==> src/rtl/dbd_pkg.sv <==
// Shared types, field constants and the sanitizing helper for data_bus_driver.
package dbd_pkg;

  typedef logic [31:0] word_t;

  localparam int         CHK_LSB     = 5;
  localparam int         CHK_MSB     = 6;
  localparam logic [1:0] ILLEGAL_VAL = 2'b11;
  localparam logic [1:0] COERCE_VAL  = 2'b10;

  function automatic logic is_illegal(input word_t w);
    return (w[CHK_MSB:CHK_LSB] == ILLEGAL_VAL);
  endfunction

  // Only the checked field is touched; every other bit passes through.
  function automatic word_t sanitize(input word_t w);
    word_t r;
    r = w;
    if (is_illegal(w)) r[CHK_MSB:CHK_LSB] = COERCE_VAL;
    return r;
  endfunction

endpackage

==> src/rtl/dbd_fifo.sv <==
// Power-of-two FIFO: registered storage, wrapping pointers and occupancy count.
// Callers must only push when not full and only pop when not empty.
module dbd_fifo #(
  parameter int DEPTH = 4,
  parameter int W     = 32
) (
  input  logic                   clk,
  input  logic                   rst_n,
  input  logic                   i_push,
  input  logic [W-1:0]           i_data,
  input  logic                   i_pop,
  output logic [W-1:0]           o_head,
  output logic [$clog2(DEPTH):0] o_count
);

  localparam int AW = $clog2(DEPTH);

  logic [W-1:0]  r_mem [DEPTH];
  logic [AW-1:0] r_wr_ptr;
  logic [AW-1:0] r_rd_ptr;
  logic [AW:0]   r_count;

  // Storage needs no reset: an entry is only read after it has been written.
  always_ff @(posedge clk) begin
    if (i_push) r_mem[r_wr_ptr] <= i_data;
  end

  always_ff @(posedge clk) begin
    if (!rst_n) begin
      r_wr_ptr <= '0;
      r_rd_ptr <= '0;
      r_count  <= '0;
    end else begin
      if (i_push) r_wr_ptr <= r_wr_ptr + 1'b1;
      if (i_pop)  r_rd_ptr <= r_rd_ptr + 1'b1;
      case ({i_push, i_pop})
        2'b10:   r_count <= r_count + 1'b1;
        2'b01:   r_count <= r_count - 1'b1;
        default: r_count <= r_count;
      endcase
    end
  end

  assign o_head  = r_mem[r_rd_ptr];
  assign o_count = r_count;

endmodule

==> src/rtl/data_bus_driver.sv <==
// Upstream bus producer: buffers words, forces field [6:5] away from 2'b11 and
// tracks illegal words. Define DBD_DROP_ILLEGAL_EN to discard illegal words instead.
//
// Handshakes: a word moves on a posedge only when its valid and ready are both
// high; ready/valid derive solely from the registered count, never from the peer.
module data_bus_driver
  import dbd_pkg::*;
#(
  parameter int DEPTH = 4,
  parameter int CNT_W = 8
) (
  input  logic                   clk,
  input  logic                   rst_n,
  input  logic                   in_valid,
  output logic                   in_ready,
  input  logic [31:0]            in_data,
  input  logic                   out_ready,
  output logic                   out_valid,
  output logic [31:0]            data_bus,
  output logic [31:0]            bus_data,
  output logic [$clog2(DEPTH):0] fifo_count,
  output logic [CNT_W-1:0]       illegal_cnt,
  output logic                   illegal_seen
);

  localparam int                CW       = $clog2(DEPTH) + 1;
  localparam logic [CW-1:0]     FULL_CNT = CW'(DEPTH);

  logic       w_push_hs;
  logic       w_store;
  logic       w_pop;
  logic       w_illegal;
  word_t      w_clean;
  word_t      w_head;

  logic [CNT_W-1:0] r_illegal_cnt;
  logic             r_illegal_seen;
  word_t            r_bus_data;

  assign in_ready  = (fifo_count != FULL_CNT);
  assign out_valid = (fifo_count != '0);
  assign w_push_hs = in_valid && in_ready;
  assign w_pop     = out_valid && out_ready;
  assign w_illegal = is_illegal(in_data);
  assign w_clean   = sanitize(in_data);

`ifdef DBD_DROP_ILLEGAL_EN
  // Illegal words are still acknowledged upstream, they just never enter storage.
  assign w_store = w_push_hs && !w_illegal;
`else
  assign w_store = w_push_hs;
`endif

  dbd_fifo #(
    .DEPTH (DEPTH),
    .W     (32)
  ) u_fifo (
    .clk     (clk),
    .rst_n   (rst_n),
    .i_push  (w_store),
    .i_data  (w_clean),
    .i_pop   (w_pop),
    .o_head  (w_head),
    .o_count (fifo_count)
  );

  // Stale storage stays hidden while empty so data_bus never shows 2'b11.
  assign data_bus = out_valid ? w_head : 32'h0;

  always_ff @(posedge clk) begin
    if (!rst_n) begin
      r_bus_data     <= '0;
      r_illegal_cnt  <= '0;
      r_illegal_seen <= 1'b0;
    end else begin
      if (w_pop) r_bus_data <= data_bus;
      if (w_push_hs && w_illegal) begin
        r_illegal_seen <= 1'b1;
        if (r_illegal_cnt != '1) r_illegal_cnt <= r_illegal_cnt + 1'b1;
      end
    end
  end

  assign bus_data     = r_bus_data;
  assign illegal_cnt  = r_illegal_cnt;
  assign illegal_seen = r_illegal_seen;

endmodule
==> config.mk <==
export PLATFORM = sky130hd
export DESIGN_NAME = data_bus_driver
export DESIGN_NICKNAME = d
export VERILOG_FILES = /design/src/rtl/dbd_pkg.sv /design/src/rtl/dbd_fifo.sv /design/src/rtl/data_bus_driver.sv
export SDC_FILE = /design/constraint.sdc
export NUM_CORES = 1
export LEC_CHECK = 0
export CAP_MARGIN = 0
export CORE_MARGIN = 2
export CORE_UTILIZATION = 45
export CTS_BUF_LIST = sky130_fd_sc_hd__clkbuf_4
export DETAILED_ROUTE_END_ITERATION = 16
export PLACE_DENSITY = 0.8
export SETUP_SLACK_MARGIN = 0.3
export SYNTH_ARGS = -nofsm -noshare
export SYNTH_HDL_FRONTEND = slang
export SYNTH_HIERARCHICAL = 1
export SYNTH_SLANG_ARGS = --single-unit
==> constraint.sdc <==
create_clock -name clk -period 6.4 [get_ports clk]
set_input_delay 1.28 -clock clk [delete_from_list [all_inputs] [get_ports clk]]
set_output_delay 1.28 -clock clk [all_outputs]
set_load 0.01 [all_outputs]
==> flow_metrics.tcl <==
set metrics [dict create \
    final_cell_mix "edfxtp_1, clkdlybuf4s50_1, nand2_1, dfxtp_1, a21oi_1" \
    yosysSeqAreaShare 0.702 \
    clock_sinks 178 \
    rows 45 \
    run_status "complete, no violations" \
    wl_met2_mm 7.20 \
    path_depth 4 \
    drc 0 \
    cp_slowest_cell "mux4_1" \
    core_area_um2 15100 \
    grt_max_degree 36 \
    clkTransAtPathRegs_ns 0.15 \
    die_y_um 128 \
    slew-limit-headroom 0.376 \
    crit_fanout 23 \
    wl_per_cell_um 18.2 \
    io_pins 114 \
    min_period_ns 4.21 \
    max_freq_mhz 237 \
    drtPass1Iterations 5 \
    grt-ovfl-total 0 \
    hold_depth 2 \
    totalWireLength_mm 13.7 \
    die_w_um 128 \
    hold_viol_final 0 \
    wl_met1_mm 5.56 \
    wl_met3_um 698 \
    synth_edf_count 128 \
    rrSetupSlack_ns 2.86 \
    grt_pass1_vias 4126 \
    register_area_um2 4850 \
    post_cts_buffers 0 \
    cp-endpoint "data_bus[31]" \
    path_cells "buf_4, mux4_1, and2_1, clkdlybuf4s50_1" \
    dp_hpwl_mm 8.76 \
    ys.flop_type "edfxtp_1" \
    p_leak_nw 2.71 \
    syn_avg_cell_area_um2 15.7 \
    area_delta_synth_final_pct 21.6 \
    arrival_ns 2.93 \
    synth_top_area_frac 0.557 \
    power_density_nw_per_um2 375 \
    netlist_area_um2 6900 \
    insertion_delay_ns 0.55 \
    drt_iter0_markers 186 \
    start_util 0.458 \
    r2r-start "u_fifo/o_count[1]" \
    worst_path_largest_cell_delay_ns 0.65 \
    drive_above_1_share 0.140 \
    cts-buffers-inserted 17 \
    grt_pass1_wl_mm 21.7 \
    placed_cells 721 \
    tns_ns 0 \
    cts_tree "done" \
    portBuffers 113 \
    holdWs_ns 0.468 \
    htree_levels 4 \
    r2r-end "u_fifo/o_count[2]" \
    fin_util 0.556 \
    hold_buffers 0 \
    multi_input_area_um2 1870 \
    place_ws_ns 2.47 \
    drv_cap 0 \
    period_share 0.658 \
    vias 4022 \
    antenna_found_initial 0 \
    post_cts_resized 0 \
    fin_ws_ns 2.19 \
    ir_drop_mv 0.136 \
    synthCells 439 \
    maxSlewViolCount 0 \
    async_flop_share 0 \
    fin_cells 753 \
    yosys.area.top_type "edfxtp_1" \
    final.setup_skew_ns 0.0209 \
    critical_path_buf_inv_count 2 \
    critPathCaptureType "output port" \
    die-area_um2 16300 \
    n_fill_cell 1160 \
    avgViaCountPerCell 5.34 \
    place.gp.congestion 0.770 \
    required_ns 5.12 \
    ant_nets 0 \
    grt_util_all_layers 0.176 \
    yosys_warnings 6 \
    cts_buffer_depth 2 \
    top_layer "met4" \
    synthDistinctLibCells 42 \
    synthTopCellsByArea "edfxtp_1, dfxtp_1, mux4_2" \
    fin_nets 595 \
    worstMarginPinSlew_ns 0.936 \
    syn-num-nets 482 \
    finalSetupViolations 0 \
    critical_path_class "register to output port" \
    clockRootBuffer "clkbuf_4" \
    rsz0062_at_grt "no" \
    mostFrequentLayoutCell "edfxtp_1" \
    min_path_type "register to register" \
    diodes 0 \
    ys_seq_elements 178 \
    reg2reg_depth 10 \
    critical_path.top_delay_family "buffers and inverters" \
    crit_path_start_kind "register" \
]
[power by group]
part	total (W)	leakage, nW	internal (W)	switching [W]
Clock	0.000581	0.141	0.000197	0.000384
Combinational	0.00108	0.990	0.000576	0.000505
Sequential	0.00149	1.58	0.00140	0.0000897
[final cells by class]
type	count	share of cell area
Sequential cell	178	0.577
Clock inverter	15	0.0159
Inverter	6	0.00268
Timing Repair Buffer	117	0.138
Multi-Input combinational cell	232	0.223
Clock buffer	17	0.0152
Tap cell	188	0.0280
[cell families (layout without fill, tap and decap cells)]
kind of cell             after synthesis  after routing  share of synthesized area
AO/OA/AOI/OAI                         47             47                     0.0368
buffers and inverters                 29            155                     0.0283
multiplexers                          35             35                      0.110
flip-flops                           178            178                      0.702
adder cells (fa/ha/maj)                7              7                     0.0138
XOR/XNOR                               5              5                    0.00634
AND/OR/NAND/NOR                      138            138                      0.103
[flip-flops by register name, indices dropped and copies added, names as in the netlist, named ones only]
name and flops:
u_fifo/r_mem 128, bus_data 32, u_fifo/o_count 3, u_fifo/r_rd_ptr 2, illegal_seen 1, u_fifo/r_wr_ptr 2, illegal_cnt 8
[through the flow]
stage / total power (W) / cell area [µm²]
after floorplan: 0.00213 / 6900
after global placement: 0.00258 / 8140
after detailed placement: 0.00261 / 8140
after CTS: 0.00319 / 8400
after global routing: 0.00332 / 8400
final: 0.00315 / 8400
[synthesized netlist by cell type, types with 2 or more instances]
library cell / n
a21oi_1: 38
and2_1: 41
and4_1: 2
buf_12: 3
buf_2: 7
buf_4: 3
clkbuf_1: 8
dfxtp_1: 50
edfxtp_1: 128
ha_1: 6
inv_1: 5
mux2i_1: 3
mux4_1: 2
mux4_2: 30
nand2_1: 70
nand3_1: 3
nor2_1: 3
nor2b_1: 3
nor3_1: 2
nor3_2: 2
o21ai_0: 3
o31ai_1: 2
or3_1: 2
or4_1: 2
xnor2_1: 3
xor2_1: 2
[worst min-delay path by stage]
stage / start / end / slack [ns]
floorplan: bus_data[0] / bus_data[0] / 0.48
detailed placement: bus_data[24] / bus_data[24] / 0.45
CTS: bus_data[24] / bus_data[24] / 0.47
finish: bus_data[3] / bus_data[3] / 0.47
global placement: bus_data[2] / bus_data[2] / 0.44
global route: bus_data[27] / bus_data[27] / 0.49
[layer usage]
metal	vias to the layer above	track usage
met3	20	0.0463
met2	122	0.300
met5	-	0
met4	0	0.0666
met1	2026	0.217
li1	1854	-
[worst reg2reg max path, cell delays in order (launching register included)]
cell and delay [ns]:
dfxtp_1 0.39, or3_1 0.60, buf_4 0.32, nand2_2 0.09, buf_4 0.34, inv_2 0.37, ha_1 0.35, fa_1 0.39
xnor2_1 0.15, or3_1 0.31, a21boi_0 0.16
Power figures use the tool's default switching activity.
